==> config.mk <==
export PLATFORM = sky130hd
export DESIGN_NAME = twiddle_gen
export DESIGN_NICKNAME = d
export VERILOG_FILES = /design/src/rtl/twiddle_gen.sv
export SDC_FILE = /design/constraint.sdc
export NUM_CORES = 1
export LEC_CHECK = 0
export ABC_CLOCK_PERIOD_IN_PS = 4200
export CAP_MARGIN = 15
export CORE_MARGIN = 4
export CORE_UTILIZATION = 35
export CTS_CLUSTER_SIZE = 14
export DETAILED_ROUTE_END_ITERATION = 12
export MAX_ROUTING_LAYER = met4
export SKIP_LAST_GASP = 1
export SLEW_MARGIN = 10
export SYNTH_ARGS = -nofsm -noshare
export SYNTH_HDL_FRONTEND = slang
export SYNTH_SLANG_ARGS = --single-unit
export TNS_END_PERCENT = 20
==> constraint.sdc <==
create_clock -name clk -period 4.2 [get_ports clk]
set_input_delay 0.63 -clock clk [delete_from_list [all_inputs] [get_ports clk]]
set_output_delay 0.63 -clock clk [all_outputs]
set_load 0.01 [all_outputs]
==> src/rtl/twiddle_gen.sv <==
// Purpose: streams FFT twiddle factors W_N^k = cos(2*pi*k/N) - j*sin(2*pi*k/N) as fp16 pairs.
// Latency: first word valid 2 cycles after the accepted start; one word per cycle after that.
// Backpressure: the whole pipeline and the sequencer stall together while w_valid & !w_ready.
//
// Ports:
//   clk, rst_n           rising-edge clock, asynchronous active-low reset
//   start                burst request, honoured only when idle and count != 0
//   k_start, k_step      first exponent and per-word increment (mod N)
//   count                words in the burst, 1..N
//   busy                 a burst is being issued or drained
//   w_valid/w_ready      output handshake for w_re, w_im, w_last
//   w_re, w_im           real / imaginary part, IEEE-754 half precision
//   w_last               final word of the burst
//   inv                  only with TWIDDLE_INVERSE_EN defined: 1 = emit conjugated twiddles
//
// Optional feature macro: TWIDDLE_INVERSE_EN (adds input inv, captured at start).
module twiddle_gen #(
    parameter int LOG2N = 3
) (
    input  logic             clk,
    input  logic             rst_n,
    input  logic             start,
    input  logic [LOG2N-1:0] k_start,
    input  logic [LOG2N-1:0] k_step,
    input  logic [LOG2N:0]   count,
    output logic             busy,
    output logic             w_valid,
    input  logic             w_ready,
    output logic [15:0]      w_re,
    output logic [15:0]      w_im,
    output logic             w_last
`ifdef TWIDDLE_INVERSE_EN
    ,
    input  logic             inv
`endif
);

    localparam int N     = 1 << LOG2N;
    localparam int QN    = N / 4;       // exponents per quadrant
    localparam int SH    = 6 - LOG2N;   // log2(64/N): ROM address scale
    localparam int CNT_W = LOG2N + 1;

    typedef enum logic [1:0] {IDLE, RUN, DRAIN} state_t;

    // Quarter-wave table C[m] = cos(2*pi*m/64), m = 0..16, shared by every N.
    function automatic logic [15:0] cos_rom(input logic [4:0] m);
        logic [15:0] v;
        case (m)
            5'd0:    v = 16'h3C00;
            5'd1:    v = 16'h3BF6;
            5'd2:    v = 16'h3BD9;
            5'd3:    v = 16'h3BA8;
            5'd4:    v = 16'h3B64;
            5'd5:    v = 16'h3B0E;
            5'd6:    v = 16'h3AA7;
            5'd7:    v = 16'h3A2F;
            5'd8:    v = 16'h39A8;
            5'd9:    v = 16'h3913;
            5'd10:   v = 16'h3872;
            5'd11:   v = 16'h378B;
            5'd12:   v = 16'h361F;
            5'd13:   v = 16'h34A5;
            5'd14:   v = 16'h323E;
            5'd15:   v = 16'h2E46;
            default: v = 16'h0000;
        endcase
        return v;
    endfunction

    // Sign flip; zero stays +0 so the stream never carries 0x8000.
    function automatic logic [15:0] fp_neg(input logic [15:0] x);
        return (x[14:0] == 15'd0) ? 16'h0000 : {~x[15], x[14:0]};
    endfunction

    state_t             state;
    logic [LOG2N-1:0]   k;
    logic [LOG2N-1:0]   step;
    logic [LOG2N:0]     remaining;
    logic               inv_r;

    logic               s1_vld;
    logic [1:0]         s1_q;
    logic [4:0]         s1_a;
    logic [4:0]         s1_b;
    logic               s1_last;

    logic               adv;
    logic               accept;
    logic               issue;
    logic [LOG2N-1:0]   k_cur;
    logic               last_cur;
    logic [LOG2N-3:0]   r_cur;
    logic [4:0]         a_cur;
    logic [4:0]         b_cur;
    logic [15:0]        ca;
    logic [15:0]        cb;
    logic [15:0]        fold_re;
    logic [15:0]        fold_im;

    assign adv    = !w_valid || w_ready;
    assign accept = (state == IDLE) && start && (count != '0);
    // The first exponent is issued in the start cycle itself so the first word
    // lands two cycles later; RUN issues the remaining count-1 exponents.
    assign issue  = accept || ((state == RUN) && (remaining != '0));

    assign k_cur    = accept ? k_start : k;
    assign last_cur = accept ? (count == CNT_W'(1)) : (remaining == CNT_W'(1));
    assign r_cur    = k_cur[LOG2N-3:0];
    assign a_cur    = 5'(r_cur) << SH;
    assign b_cur    = (5'(QN) - 5'(r_cur)) << SH;

    assign ca = cos_rom(s1_a);
    assign cb = cos_rom(s1_b);

    always_comb begin
        fold_re = 16'h0000;
        fold_im = 16'h0000;
        case (s1_q)
            2'd0: begin fold_re = ca;         fold_im = fp_neg(cb); end
            2'd1: begin fold_re = fp_neg(cb); fold_im = fp_neg(ca); end
            2'd2: begin fold_re = fp_neg(ca); fold_im = cb;         end
            default: begin fold_re = cb;      fold_im = ca;         end
        endcase
        if (inv_r) begin
            fold_im = fp_neg(fold_im);
        end
    end

`ifndef TWIDDLE_INVERSE_EN
    assign inv_r = 1'b0;
`endif

    // Sequencer. In IDLE the output stage is always empty (the last word has
    // just handshaken, or reset cleared it), so adv is high whenever start is
    // accepted and the first exponent is never dropped.
    always_ff @(posedge clk or negedge rst_n) begin
        if (!rst_n) begin
            state     <= IDLE;
            busy      <= 1'b0;
            k         <= '0;
            step      <= '0;
            remaining <= '0;
`ifdef TWIDDLE_INVERSE_EN
            inv_r     <= 1'b0;
`endif
        end else begin
            case (state)
                IDLE: begin
                    if (accept) begin
                        k         <= k_start + k_step;
                        step      <= k_step;
                        remaining <= count - CNT_W'(1);
`ifdef TWIDDLE_INVERSE_EN
                        inv_r     <= inv;
`endif
                        state     <= RUN;
                        busy      <= 1'b1;
                    end
                end
                RUN: begin
                    if (remaining == '0) begin
                        state <= DRAIN;             // single-word burst: nothing left to issue
                    end else if (adv) begin
                        k         <= k + step;      // wraps mod N by width
                        remaining <= remaining - CNT_W'(1);
                        if (remaining == CNT_W'(1)) begin
                            state <= DRAIN;
                        end
                    end
                end
                DRAIN: begin
                    if (w_valid && w_ready && w_last) begin
                        state <= IDLE;
                        busy  <= 1'b0;
                    end
                end
                default: begin
                    state <= IDLE;
                    busy  <= 1'b0;
                end
            endcase
        end
    end

    // Two-stage datapath: stage 1 holds quadrant and ROM addresses, stage 2 the
    // folded result, which drives the outputs directly.
    always_ff @(posedge clk or negedge rst_n) begin
        if (!rst_n) begin
            s1_vld  <= 1'b0;
            s1_q    <= 2'd0;
            s1_a    <= 5'd0;
            s1_b    <= 5'd0;
            s1_last <= 1'b0;
            w_valid <= 1'b0;
            w_re    <= 16'h0000;
            w_im    <= 16'h0000;
            w_last  <= 1'b0;
        end else if (adv) begin
            s1_vld <= issue;
            if (issue) begin
                s1_q    <= k_cur[LOG2N-1 -: 2];
                s1_a    <= a_cur;
                s1_b    <= b_cur;
                s1_last <= last_cur;
            end
            w_valid <= s1_vld;
            w_last  <= s1_vld && s1_last;
            if (s1_vld) begin
                w_re <= fold_re;
                w_im <= fold_im;
            end
        end
    end

endmodule

==> results_dict.tcl <==
set metrics [dict create \
    antenna_found_initial 0 \
    setup_viol 0 \
    path_buf_inv 3 \
    path_delay_family "compound AO/OA/AOI/OAI gates" \
    path_class "in -> reg" \
    area_growth_syn_to_layout_pct 19.2 \
    ioPinCount 49 \
    drtIter0Drc 32 \
    fin_tns_setup_ps 0 \
    worst_r2r_endpoint "remaining[2]$_DFFE_PN0P_" \
    cts_tree "done" \
    synth_seq_area_share 0.400 \
    period_needed_ps 2670 \
    final.setup_skew_ps 4.29 \
    placed_area_um2 2080 \
    fmax_ghz 0.374 \
    grt_pass1_wl_um 6020 \
    peakVddDrop_mv 0.338 \
    avgViaCountPerCell 4.57 \
    drive_gt1_frac 0.0930 \
    hold_path_class "reg -> reg" \
    r2r_start "state[0]$_DFFE_PN0P_" \
    p_seq_frac 0.348 \
    antennaDiodeCount 0 \
    layout_common_cells "34 x nand2_1, 34 x clkdlybuf4s50_1, 29 x dfrtp_1" \
    tightest_slew_ps 972 \
    io_buffers 34 \
    ctsRootBufferMaster "clkbuf_8" \
    cts_buffers 5 \
    stdcell_area_um2 2160 \
    synth_cell_types 40 \
    whs_endpoint "w_im[10]$_DFFE_PN0P_" \
    relSlewSlack 0.351 \
    worstSetupStartpointType "input port" \
    die_height_um 80.0 \
    grt_usage 0.123 \
    grt_pass1_vias 1228 \
    pwr-share-clk 0.135 \
    drc 0 \
    p_per_area_nw_per_um2 738 \
    die_w_um 80.0 \
    synth-seq-cells 29 \
    syn_area_um2 1810 \
    r2r_slack_ps 2240 \
    reg2reg_depth 4 \
    critPathRequiredTime_ps 4370 \
    slowest_delay_ps 850 \
    yosys_warnings 0 \
    power_w 0.00160 \
    netlist_instances 189 \
    dr.pass1.iters 4 \
    cts_max_path_buffers 2 \
    wl_per_cell_um 12.8 \
    final-seq-area_um2 726 \
    synth_area_per_cell_um2 9.59 \
    h-tree-depth 2 \
    period_share 0.637 \
    timing.hold.ws_ps 476 \
    cts_resized 0 \
    path_clk_slew_ps 60 \
    fill_cells 486 \
    hold_start "w_im[10]$_DFFE_PN0P_" \
    core_um2 4880 \
    overflow 0 \
    endpoint_kind "flop" \
    cts_setup_buffers 0 \
    slowest_stage "o311ai_2" \
    p_sw_frac 0.399 \
    initial_core_util 0.372 \
    totalWireLength_um 3610 \
    hold_buffers 0 \
    cap_violations 0 \
    grt_max_degree 30 \
    nNetsFinal 237 \
    gp_congestion 0.767 \
    via_count 1289 \
    power_switching_w 0.000637 \
    dieArea_um2 6400 \
    min_path_cells 2 \
    status "complete, no violations" \
    rsz0062_at_grt "false" \
    clock-sinks 29 \
    slew_viol_final 0 \
    cp.arrival_ps 2850 \
    hold_violations 0 \
    cp_common_cell "inv_1" \
    clk_latency_ps 280 \
    place_hpwl_um 2670 \
    route.antenna.remaining_nets 0 \
    intPower_w 0.000959 \
    cp_cell_sequence "clkdlybuf4s50_1, inv_1, ha_1, inv_1, o311ai_2, mux2_1, a221oi_1" \
    cp_max_fo 11 \
    p_comb_frac 0.516 \
    rows 25 \
    multi_input_area_um2 887 \
    p_leak_nw 0.951 \
]
Yosys cell counts:
library cell  count  share of area
nand3_1           2         0.0055
a21oi_4           1         0.0090
nor3_1            6          0.017
o31ai_1           2         0.0083
a31oi_1           5          0.017
o22ai_1           6          0.021
a2bb2oi_2         2          0.017
or2_1             1         0.0035
nor2_1            7          0.014
o22a_1            2         0.0097
fa_1              2          0.022
buf_4            26           0.11
o21ai_0          10          0.028
a21o_1            1         0.0041
mux2_1            1         0.0062
nor3b_1           1         0.0041
ha_1              7          0.048
mux2i_1           1         0.0055
a22oi_1           5          0.021
xor2_1            1         0.0048
nand2_1          34          0.070
buf_2             4          0.011
inv_1             9          0.019
nand2b_4          1         0.0076
a221oi_1          1         0.0048
o311a_1           1         0.0055
o2bb2a_4          1          0.011
xnor2_1           5          0.024
a21oi_1           1         0.0028
nor3_4            1         0.0090
and2b_4           1         0.0055
nor2b_1           2         0.0069
nor3b_4           1          0.010
nand2b_1          4          0.014
o311ai_2          1         0.0090
nor2_2            1         0.0035
o21ai_2           1         0.0048
conb_1            1         0.0021
mux2_2            1         0.0062
dfrtp_1          29           0.40
logic make-up (layout without fill, tap and decap cells):
logic type / count (synthesis) / count (layout) / synth area share
AND/OR/NAND/NOR: 62 / 62 / 0.171
flip-flops: 29 / 29 / 0.400
XOR/XNOR: 6 / 6 / 0.0290
AO/OA/AOI/OAI: 40 / 40 / 0.172
other: 1 / 14 / 0.00207
adder cells (fa/ha/maj): 9 / 9 / 0.0704
buffers and inverters: 39 / 52 / 0.137
multiplexers: 3 / 3 / 0.0179
flip-flops by register name, indices dropped and copies added (netlist names), 2 cells and up:
| name | cells |
|---|---|
| s1_b | 2 |
| w_im | 4 |
| state | 2 |
| k | 3 |
| remaining | 4 |
| s1_q | 2 |
| w_re | 4 |
| step | 3 |
worst max-delay path by stage:
stage | endpoint | depth (start not counted) | startpoint | slack (ps)
2_1_floorplan | remaining[0]$_DFFE_PN0P_ | 6 | count[0] | 2390
3_3_place_gp | remaining[0]$_DFFE_PN0P_ | 7 | count[0] | 1300
3_5_place_dp | remaining[0]$_DFFE_PN0P_ | 7 | count[0] | 1190
4_1_cts | remaining[0]$_DFFE_PN0P_ | 7 | count[0] | 1470
5_1_grt | remaining[0]$_DFFE_PN0P_ | 7 | count[0] | 1400
6_report | remaining[0]$_DFFE_PN0P_ | 7 | count[0] | 1530
tightest hold or removal path: cells and delay by family (launching register included):
family / cells / cell delay, ps
AOI/OAI and AO/OA: 1 / 50
and+or+nand+nor: 1 / 50
DFF: 1 / 340
stage by stage:
stage	utilization	cells	setup WS, ps
6_report	0.443	282	1530
5_1_grt	0.443	282	1400
4_1_cts	0.443	282	1470
3_5_place_dp	0.426	274	1190
3_3_place_gp	0.426	274	1300
2_1_floorplan	-	202	2390
final cells by class:
| cell class | instances | share of cell area |
|---|---|---|
| Multi-Input combinational cell | 134 | 0.411 |
| Sequential cell | 29 | 0.336 |
| Timing Repair Buffer | 35 | 0.161 |
| Tap cell | 67 | 0.0388 |
| Clock buffer | 6 | 0.0336 |
| Inverter | 9 | 0.0156 |
| Clock inverter | 2 | 0.00463 |
metal layers:
layer | wire, um | vias to the layer above | GRT usage
met5 | 0 | - | -
met4 | 43 | 0 | 0.0304
met3 | 215 | 6 | 0.0339
met2 | 1660 | 33 | 0.184
met1 | 1690 | 597 | 0.165
li1 | - | 653 | -
power by group through the flow:
stage	logic, W	registers [W]	clock network (W)
after CTS	0.000836	0.000557	0.000224
final	0.000824	0.000556	0.000216
after global routing	0.000931	0.000582	0.000234
after floorplan	0.000599	0.000558	0
after detailed placement	0.000833	0.000562	0
after global placement	0.000822	0.000560	0
Note: power is estimated with default switching activity, not from simulation.
